==> src/rtl/mrd_source_seq_pn_if.sv <==
// Bus bundle between the source-stage sequencer, the top FSM and the
// RAM/datapath it feeds. The sequencer sits on the slave side.
interface mrd_source_seq_pn_if #(
   parameter int NLANE = 4,
   parameter int WPTS  = 12
);
   logic [2:0]                   fsm;
   logic [WPTS-1:0]              dftpts;
   logic                         stride_mode;
   logic                         out_ready;
   logic [NLANE-1:0][WPTS-1:0]   addrs;
   logic                         addr_valid;
   logic [NLANE-1:0]             addr_mask;
   logic                         pipe_en;
   logic                         out_sop;
   logic                         out_eop;
   logic                         out_valid;
   logic [NLANE-1:0]             out_mask;
   logic                         valid_out_pre;
   logic                         source_end;

   modport master (
      output fsm, dftpts, stride_mode, out_ready,
      input  addrs, addr_valid, addr_mask, pipe_en, out_sop, out_eop,
             out_valid, out_mask, valid_out_pre, source_end
   );

   modport slave (
      input  fsm, dftpts, stride_mode, out_ready,
      output addrs, addr_valid, addr_mask, pipe_en, out_sop, out_eop,
             out_valid, out_mask, valid_out_pre, source_end
   );
endinterface

==> src/rtl/mrd_source_seq_pn.sv <==
// Source-stage sequencer for the mixed-radix DFT memory path.
// While the top FSM sits in Source it issues NLANE bank read addresses per
// beat (natural or strided order) and carries a framing token through an
// RD_LAT delay line so sop/eop/valid/mask line up with the RAM read data.
// Downstream backpressure stalls the whole pipe through pipe_en; leaving
// Source early flushes everything without a completion pulse.
module mrd_source_seq_pn #(
   parameter int NLANE  = 4,
   parameter int WPTS   = 12,
   parameter int WAIT   = 4,
   parameter int RD_LAT = 8
) (
   input  logic               clk,
   input  logic               rst_n,
   mrd_source_seq_pn_if.slave bus
);

   localparam int              LG         = $clog2(NLANE);
   localparam logic [2:0]      FSM_SOURCE = 3'd5;
   localparam logic [3:0]      WAIT_LAST  = 4'(WAIT);
   localparam logic [WPTS-1:0] LANE_BITS  = WPTS'(NLANE - 1);

   typedef enum logic [2:0] {
      S_IDLE,
      S_WAIT,
      S_ISSUE,
      S_DRAIN,
      S_DONE
   } state_t;

   typedef struct packed {
      logic             valid;
      logic             sop;
      logic             eop;
      logic [NLANE-1:0] mask;
   } token_t;

   state_t state;
   state_t state_nxt;

   // Frame parameters captured on Source entry
   logic [WPTS-1:0] pts_q;
   logic [WPTS-1:0] beats_q;
   logic [WPTS-1:0] quot_q;
   logic            stride_q;

   // Progress counters
   logic [3:0]      wait_cnt;
   logic [WPTS-1:0] beat_cnt;

   // Framing delay line; the highest index is the output stage
   token_t [RD_LAT-1:0] dline;
   token_t              tok_in;

   logic source_end_q;

   // Decoded control
   logic            in_source;
   logic            entry;
   logic            leave;
   logic            wait_done;
   logic            last_beat;
   logic            eop_accept;
   logic            pipe_en;
   logic [WPTS-1:0] quot_in;
   logic [WPTS-1:0] beats_in;
   logic [WPTS:0]   nat_base;

   // Address stage outputs
   logic                       addr_valid;
   logic                       sop_tok;
   logic                       eop_tok;
   logic [NLANE-1:0]           addr_mask;
   logic [NLANE-1:0][WPTS-1:0] addrs;
   logic [WPTS:0]              lane_idx;

   assign in_source  = (bus.fsm == FSM_SOURCE);
   assign entry      = (state == S_IDLE) && in_source;
   assign leave      = (state != S_IDLE) && !in_source;
   assign wait_done  = (state == S_WAIT) && (wait_cnt == WAIT_LAST);
   assign last_beat  = (beat_cnt == (beats_q - WPTS'(1)));

   // The output stage is empty or being accepted: the pipe may move.
   assign pipe_en    = bus.out_ready | ~dline[RD_LAT-1].valid;
   assign eop_accept = dline[RD_LAT-1].valid & dline[RD_LAT-1].eop & bus.out_ready;

   // Beat count rounds up so a partial last beat still gets issued; the
   // remainder test avoids overflowing dftpts + NLANE - 1 in WPTS bits.
   assign quot_in    = bus.dftpts >> LG;
   assign beats_in   = quot_in + WPTS'(|(bus.dftpts & LANE_BITS));
   assign nat_base   = {1'b0, beat_cnt} << LG;

   // State register
   always_ff @(posedge clk or negedge rst_n) begin
      if (!rst_n) begin
         state <= S_IDLE;
      end else begin
         state <= state_nxt;
      end
   end

   // Next-state logic; leaving Source in any active state is an abort
   always_comb begin
      state_nxt = state;
      if (leave) begin
         state_nxt = S_IDLE;
      end else begin
         case (state)
            S_IDLE: begin
               if (in_source) begin
                  state_nxt = S_WAIT;
               end
            end
            S_WAIT: begin
               if (wait_done) begin
                  state_nxt = (beats_q == '0) ? S_DONE : S_ISSUE;
               end
            end
            S_ISSUE: begin
               if (pipe_en && last_beat) begin
                  state_nxt = S_DRAIN;
               end
            end
            S_DRAIN: begin
               if (eop_accept) begin
                  state_nxt = S_DONE;
               end
            end
            S_DONE: begin
               state_nxt = S_DONE;
            end
            default: begin
               state_nxt = S_IDLE;
            end
         endcase
      end
   end

   // Address-stage outputs: current beat's lane addresses, mask and framing
   always_comb begin
      addr_valid = (state == S_ISSUE);
      sop_tok    = addr_valid && (beat_cnt == '0);
      eop_tok    = addr_valid && last_beat;
      addr_mask  = '0;
      addrs      = '0;
      lane_idx   = '0;
      for (int i = 0; i < NLANE; i++) begin
         lane_idx = nat_base + (WPTS+1)'(i);
         if (addr_valid && (lane_idx < {1'b0, pts_q})) begin
            addr_mask[i] = 1'b1;
            addrs[i]     = stride_q ? (beat_cnt + (WPTS'(i) * quot_q))
                                    : lane_idx[WPTS-1:0];
         end
      end
   end

   // Frame capture and counters; the wait counter runs freely, the beat
   // counter only moves when the pipe accepts the current beat
   always_ff @(posedge clk or negedge rst_n) begin
      if (!rst_n) begin
         pts_q    <= '0;
         beats_q  <= '0;
         quot_q   <= '0;
         stride_q <= 1'b0;
         wait_cnt <= '0;
         beat_cnt <= '0;
      end else if (leave) begin
         pts_q    <= '0;
         beats_q  <= '0;
         quot_q   <= '0;
         stride_q <= 1'b0;
         wait_cnt <= '0;
         beat_cnt <= '0;
      end else begin
         if (entry) begin
            pts_q    <= bus.dftpts;
            beats_q  <= beats_in;
            quot_q   <= quot_in;
            stride_q <= bus.stride_mode;
            wait_cnt <= '0;
            beat_cnt <= '0;
         end
         if ((state == S_WAIT) && !wait_done) begin
            wait_cnt <= wait_cnt + 4'd1;
         end
         if ((state == S_ISSUE) && pipe_en) begin
            beat_cnt <= last_beat ? '0 : (beat_cnt + WPTS'(1));
         end
      end
   end

   assign tok_in = {addr_valid, sop_tok, eop_tok, addr_mask};

   // Framing delay line, shifted together with the RAM/datapath pipeline
   always_ff @(posedge clk or negedge rst_n) begin
      if (!rst_n) begin
         dline <= '0;
      end else if (leave) begin
         dline <= '0;
      end else if (pipe_en) begin
         dline <= {dline[RD_LAT-2:0], tok_in};
      end
   end

   // Completion pulse: after the eop beat is taken, or straight out of the
   // wait phase for an empty frame; an abort suppresses it
   always_ff @(posedge clk or negedge rst_n) begin
      if (!rst_n) begin
         source_end_q <= 1'b0;
      end else begin
         source_end_q <= !leave &&
                         (((state == S_DRAIN) && eop_accept) ||
                          (wait_done && (beats_q == '0)));
      end
   end

   assign bus.addrs         = addrs;
   assign bus.addr_valid    = addr_valid;
   assign bus.addr_mask     = addr_mask;
   assign bus.pipe_en       = pipe_en;
   assign bus.out_valid     = dline[RD_LAT-1].valid;
   assign bus.out_sop       = dline[RD_LAT-1].sop;
   assign bus.out_eop       = dline[RD_LAT-1].eop;
   assign bus.out_mask      = dline[RD_LAT-1].mask;
   assign bus.valid_out_pre = dline[RD_LAT-2].valid;
   assign bus.source_end    = source_end_q;

endmodule

==> src/flat_wrapper.sv <==
// flat-port wrapper written by rule: the top's interface ports become plain ports
module mrd_source_seq_pn_flat 
#(
   parameter int NLANE  = 4,
   parameter int WPTS   = 12,
   parameter int WAIT   = 4,
   parameter int RD_LAT = 8
)
  (clk, rst_n, bus_fsm, bus_dftpts, bus_stride_mode, bus_out_ready, bus_addrs, bus_addr_valid, bus_addr_mask, bus_pipe_en, bus_out_sop, bus_out_eop, bus_out_valid, bus_out_mask, bus_valid_out_pre, bus_source_end);
  mrd_source_seq_pn_if #(.NLANE(NLANE), .WPTS(WPTS)) bus_i ();
  input  logic clk;
  input  logic rst_n;
  input wire logic [$bits(bus_i.fsm)-1:0] bus_fsm;
  input wire logic [$bits(bus_i.dftpts)-1:0] bus_dftpts;
  input wire logic [$bits(bus_i.stride_mode)-1:0] bus_stride_mode;
  input wire logic [$bits(bus_i.out_ready)-1:0] bus_out_ready;
  output wire logic [$bits(bus_i.addrs)-1:0] bus_addrs;
  output wire logic [$bits(bus_i.addr_valid)-1:0] bus_addr_valid;
  output wire logic [$bits(bus_i.addr_mask)-1:0] bus_addr_mask;
  output wire logic [$bits(bus_i.pipe_en)-1:0] bus_pipe_en;
  output wire logic [$bits(bus_i.out_sop)-1:0] bus_out_sop;
  output wire logic [$bits(bus_i.out_eop)-1:0] bus_out_eop;
  output wire logic [$bits(bus_i.out_valid)-1:0] bus_out_valid;
  output wire logic [$bits(bus_i.out_mask)-1:0] bus_out_mask;
  output wire logic [$bits(bus_i.valid_out_pre)-1:0] bus_valid_out_pre;
  output wire logic [$bits(bus_i.source_end)-1:0] bus_source_end;
  assign bus_i.fsm = bus_fsm;
  assign bus_i.dftpts = bus_dftpts;
  assign bus_i.stride_mode = bus_stride_mode;
  assign bus_i.out_ready = bus_out_ready;
  assign bus_addrs = bus_i.addrs;
  assign bus_addr_valid = bus_i.addr_valid;
  assign bus_addr_mask = bus_i.addr_mask;
  assign bus_pipe_en = bus_i.pipe_en;
  assign bus_out_sop = bus_i.out_sop;
  assign bus_out_eop = bus_i.out_eop;
  assign bus_out_valid = bus_i.out_valid;
  assign bus_out_mask = bus_i.out_mask;
  assign bus_valid_out_pre = bus_i.valid_out_pre;
  assign bus_source_end = bus_i.source_end;
  mrd_source_seq_pn #(.NLANE(NLANE), .WPTS(WPTS), .WAIT(WAIT), .RD_LAT(RD_LAT)) u_core (.clk(clk), .rst_n(rst_n), .bus(bus_i));
endmodule
==> config.mk <==
export PLATFORM = sky130hd
export DESIGN_NAME = mrd_source_seq_pn_flat
export DESIGN_NICKNAME = d
export VERILOG_FILES = /design/src/rtl/mrd_source_seq_pn_if.sv /design/src/rtl/mrd_source_seq_pn.sv /design/src/flat_wrapper.sv
export SDC_FILE = /design/constraint.sdc
export NUM_CORES = 1
export LEC_CHECK = 0
export BUFFER_PORTS_ARGS = -buffer_cell sky130_fd_sc_hd__buf_2
export CAP_MARGIN = 20
export CORE_UTILIZATION = 25
export DETAILED_ROUTE_END_ITERATION = 8
export SYNTH_ARGS = -nofsm -noshare
export SYNTH_HDL_FRONTEND = slang
export SYNTH_SLANG_ARGS = --single-unit
==> constraint.sdc <==
create_clock -name clk -period 5.4 [get_ports clk]
set_clock_uncertainty 0.1 [all_clocks]
set_input_delay 0 -clock clk [delete_from_list [all_inputs] [get_ports clk]]
set_output_delay 0 -clock clk [all_outputs]
set_load 0.02 [all_outputs]
==> flow_summary.json <==
{
  "report.final.slew_viol_count": 0,
  "p_total_uw": 3500,
  "cpPeakStageDelay_ps": 610,
  "yosysSeqAreaShare": 0.351,
  "num_rows": 61,
  "fillers": 3021,
  "hold_viol_final": 0,
  "drcViolationCount": 0,
  "dp_hpwl_mm": 14.4,
  "grt_setup_unrepaired": "false",
  "synth_edf_count": 0,
  "ff2ff_path_depth": 7,
  "final_util": 0.298,
  "numCtsBuffers": 9,
  "slew_headroom": 0.458,
  "crit_arrival_ps": 3670,
  "die_w_um": 171,
  "crit_buf_inv": 2,
  "crit_type": "flip-flop to primary output",
  "r2r_setup_slack_ps": 1920,
  "worstPathCellList": "fa_1, ha_1, inv_1, fa_1, nor2b_1, o21a_1, o21ai_0, a2bb2oi_1, a31oi_1, xnor2_1, a211oi_1, buf_2",
  "cts_setup_buffers": 0,
  "dr_total_vias": 6206,
  "grt_max_degree": 79,
  "p_per_area_mw_per_mm2": 421,
  "routed_wl_mm": 19.6,
  "tightest_slew_ps": 813,
  "gr-usage-all-layers": 0.139,
  "multiInputGateArea_mm2": 0.00426,
  "die_area_mm2": 0.0292,
  "r2r-end": "u_core.beat_cnt[5]$_DFFE_PN0P_",
  "required_ps": 5300,
  "layout_min_cycle_time_ps": 3770,
  "cp_top_family": "adder cells",
  "core_mm2": 0.0279,
  "grt_pass1_wl_mm": 32.4,
  "syn_area_per_cell_um2": 8.24,
  "path_clk_slew_ps": 70,
  "r2r-start": "u_core.beats_q[2]$_DFFE_PN0P_",
  "register_area_mm2": 0.00250,
  "max_freq_ghz": 0.265,
  "finalSetupViolCount": 0,
  "clock_sinks": 100,
  "detail_route.wl_per_cell_um": 15.0,
  "area_growth_pct": 16.5,
  "worst-path-stages": 12,
  "synthCells": 866,
  "antenna_found_initial": 0,
  "finalSetupTns_ps": 0,
  "crit_fanout": 12,
  "yosysTopAreaCell": "dfrtp_1",
  "ys_seq_elements": 100,
  "hold_class": "primary input to asynchronous set/reset pin",
  "grt_pass1_vias": 6082,
  "diodes": 0,
  "start_kind": "flip-flop",
  "ys_warn_count": 0,
  "final_net_count": 1006,
  "cts_tree": "yes",
  "maxCapViolCount": 0,
  "async_flop_share": 1.00,
  "peakVddDrop_mv": 0.263,
  "viasPerCell": 4.74,
  "initial_core_util": 0.256,
  "cp-end-kind": "primary output",
  "leakagePower_uw": 0.00376,
  "ys_top_cells_by_count": "175 x nand2_1, 100 x dfrtp_1, 99 x a21oi_1",
  "io_pins": 82,
  "final_layout_size_suffix_gt1_frac": 0.128,
  "drtPass1Iterations": 5,
  "synth_nets": 947,
  "yosys.cell_types.count": 60,
  "antenna_left": 0,
  "critPathMostFrequentCell": "fa_1",
  "gp_congestion": 0.894,
  "initialDrtViolationCount": 411,
  "synth.most_common_cell": "nand2_1",
  "critPathSlowestCell": "fa_1",
  "clock_path_buffers": 2,
  "die_h_um": 171,
  "io_buffers": 81,
  "ys_dominant_reg_cell": "dfrtp_1",
  "htree_levels": 3,
  "globalRouteOverflowTotal": 0,
  "clkLatencyLatePin_ps": 350,
  "status": "finished, final reports clean",
  "synth_area_mm2": 0.00714,
  "synth_area_leaders": "dfrtp_1 35%, nand2_1 9.2%, ha_1 8.8%, a21oi_1 6.9%, xnor2_1 4.3%",
  "cts-root-buf": "clkbuf_16",
  "synth_top_area_share": 0.351,
  "period_share": 0.699
}
area by class of cell:
type / instances / share of cell area
clock buffer: 9 / 0.0271
clock inverter: 7 / 0.0113
inverter: 39 / 0.0176
multi-input combinational: 672 / 0.512
sequential: 100 / 0.301
tap: 378 / 0.0569
timing repair buffer: 103 / 0.0740
where the power goes:
group          internal (uW)  switching (uW)
Sequential               886             196
Combinational            655            1080
Clock                    372             314
cell usage in the layout, fill, tap and decap left out, types with 3 or more instances in the layout:
cell type / instances
dlygate4sd3_1: 17
inv_1: 38
nand3_1: 15
fa_1: 12
nand4_1: 3
dfrtp_1: 100
xnor2_1: 35
a21o_1: 7
and2_1: 3
nor2b_1: 17
ha_1: 49
a21oi_1: 99
o41ai_1: 3
a21boi_0: 3
nor4b_1: 3
buf_2: 80
clkbuf_16: 9
and3_1: 11
o21a_1: 6
buf_4: 6
nor4_1: 5
a31oi_1: 6
o22ai_1: 5
a22o_1: 11
xor2_1: 14
nand3b_1: 6
or2_2: 9
o21ai_0: 38
a211o_1: 3
o221ai_1: 3
nor3_1: 11
a211oi_1: 7
or4_1: 3
nand2b_1: 25
o31ai_1: 10
nand2_1: 175
nor2_1: 42
or3_1: 8
flip-flops by register name, indices dropped and copies added (netlist names):
name / count
u_core.bus.out_mask: 4
u_core.state: 3
u_core.dline: 48
u_core.bus.source_end: 1
u_core.quot_q: 1
u_core.stride_q: 1
u_core.bus.out_valid: 1
u_core.pts_q: 11
u_core.bus.out_sop: 1
u_core.wait_cnt: 4
u_core.beats_q: 11
u_core.bus.valid_out_pre: 1
u_core.beat_cnt: 12
u_core.bus.out_eop: 1
worst max-delay path by stage:
| stage | slack, ps | endpoint | startpoint |
|---|---|---|---|
| after global placement | 2040 | u_core.beat_cnt[2]$_DFFE_PN0P_ | u_core.beats_q[2]$_DFFE_PN0P_ |
| after detailed placement | 1950 | u_core.beat_cnt[8]$_DFFE_PN0P_ | u_core.beats_q[2]$_DFFE_PN0P_ |
| after floorplan | 2250 | bus_addrs[47] | u_core.beat_cnt[1]$_DFFE_PN0P_ |
| final | 1630 | bus_addrs[47] | u_core.beat_cnt[1]$_DFFE_PN0P_ |
| after global routing | 1380 | bus_addrs[47] | u_core.beat_cnt[1]$_DFFE_PN0P_ |
| after CTS | 1620 | bus_addrs[47] | u_core.beat_cnt[1]$_DFFE_PN0P_ |
cell families (layout without fill, tap and decap cells):
kind of cell / count (synthesis) / after routing / synth area share
buffers and inverters: 94 / 158 / 0.0538
adders and majority gates: 62 / 62 / 0.121
muxes: 3 / 3 / 0.00438
AOI/OAI and AO/OA: 218 / 218 / 0.188
DFF: 100 / 100 / 0.351
xor gates and xnor gates: 49 / 49 / 0.0601
and+or+nand+nor: 340 / 340 / 0.222
metal layers:
layer	routed length [um]	share of wire	global-route usage	vias up
li1	-	-	-	3082
met1	9710	0.50	0.197	2971
met2	8820	0.45	0.220	143
met3	895	0.046	0.0220	10
met4	136	0.0070	0.0299	0
met5	0	0	0	-
stage by stage:
stage	worst slack, ps	cells	instance area (um2)	hold WS [ps]
after global routing	1380	1308	8320	111
after detailed placement	1950	1275	7830	-103
final	1630	1308	8320	57.6
after floorplan	2250	866	7140	-396
after global placement	2040	1275	7830	-104
after CTS	1620	1308	8320	61.3
repair_timing:
action / in CTS / in global routing
endpoints found under the hold margin: 61 / 0
hold buffers: 17 / 0
resized for setup: 0 / 0
Power figures use the tool's default switching activity.
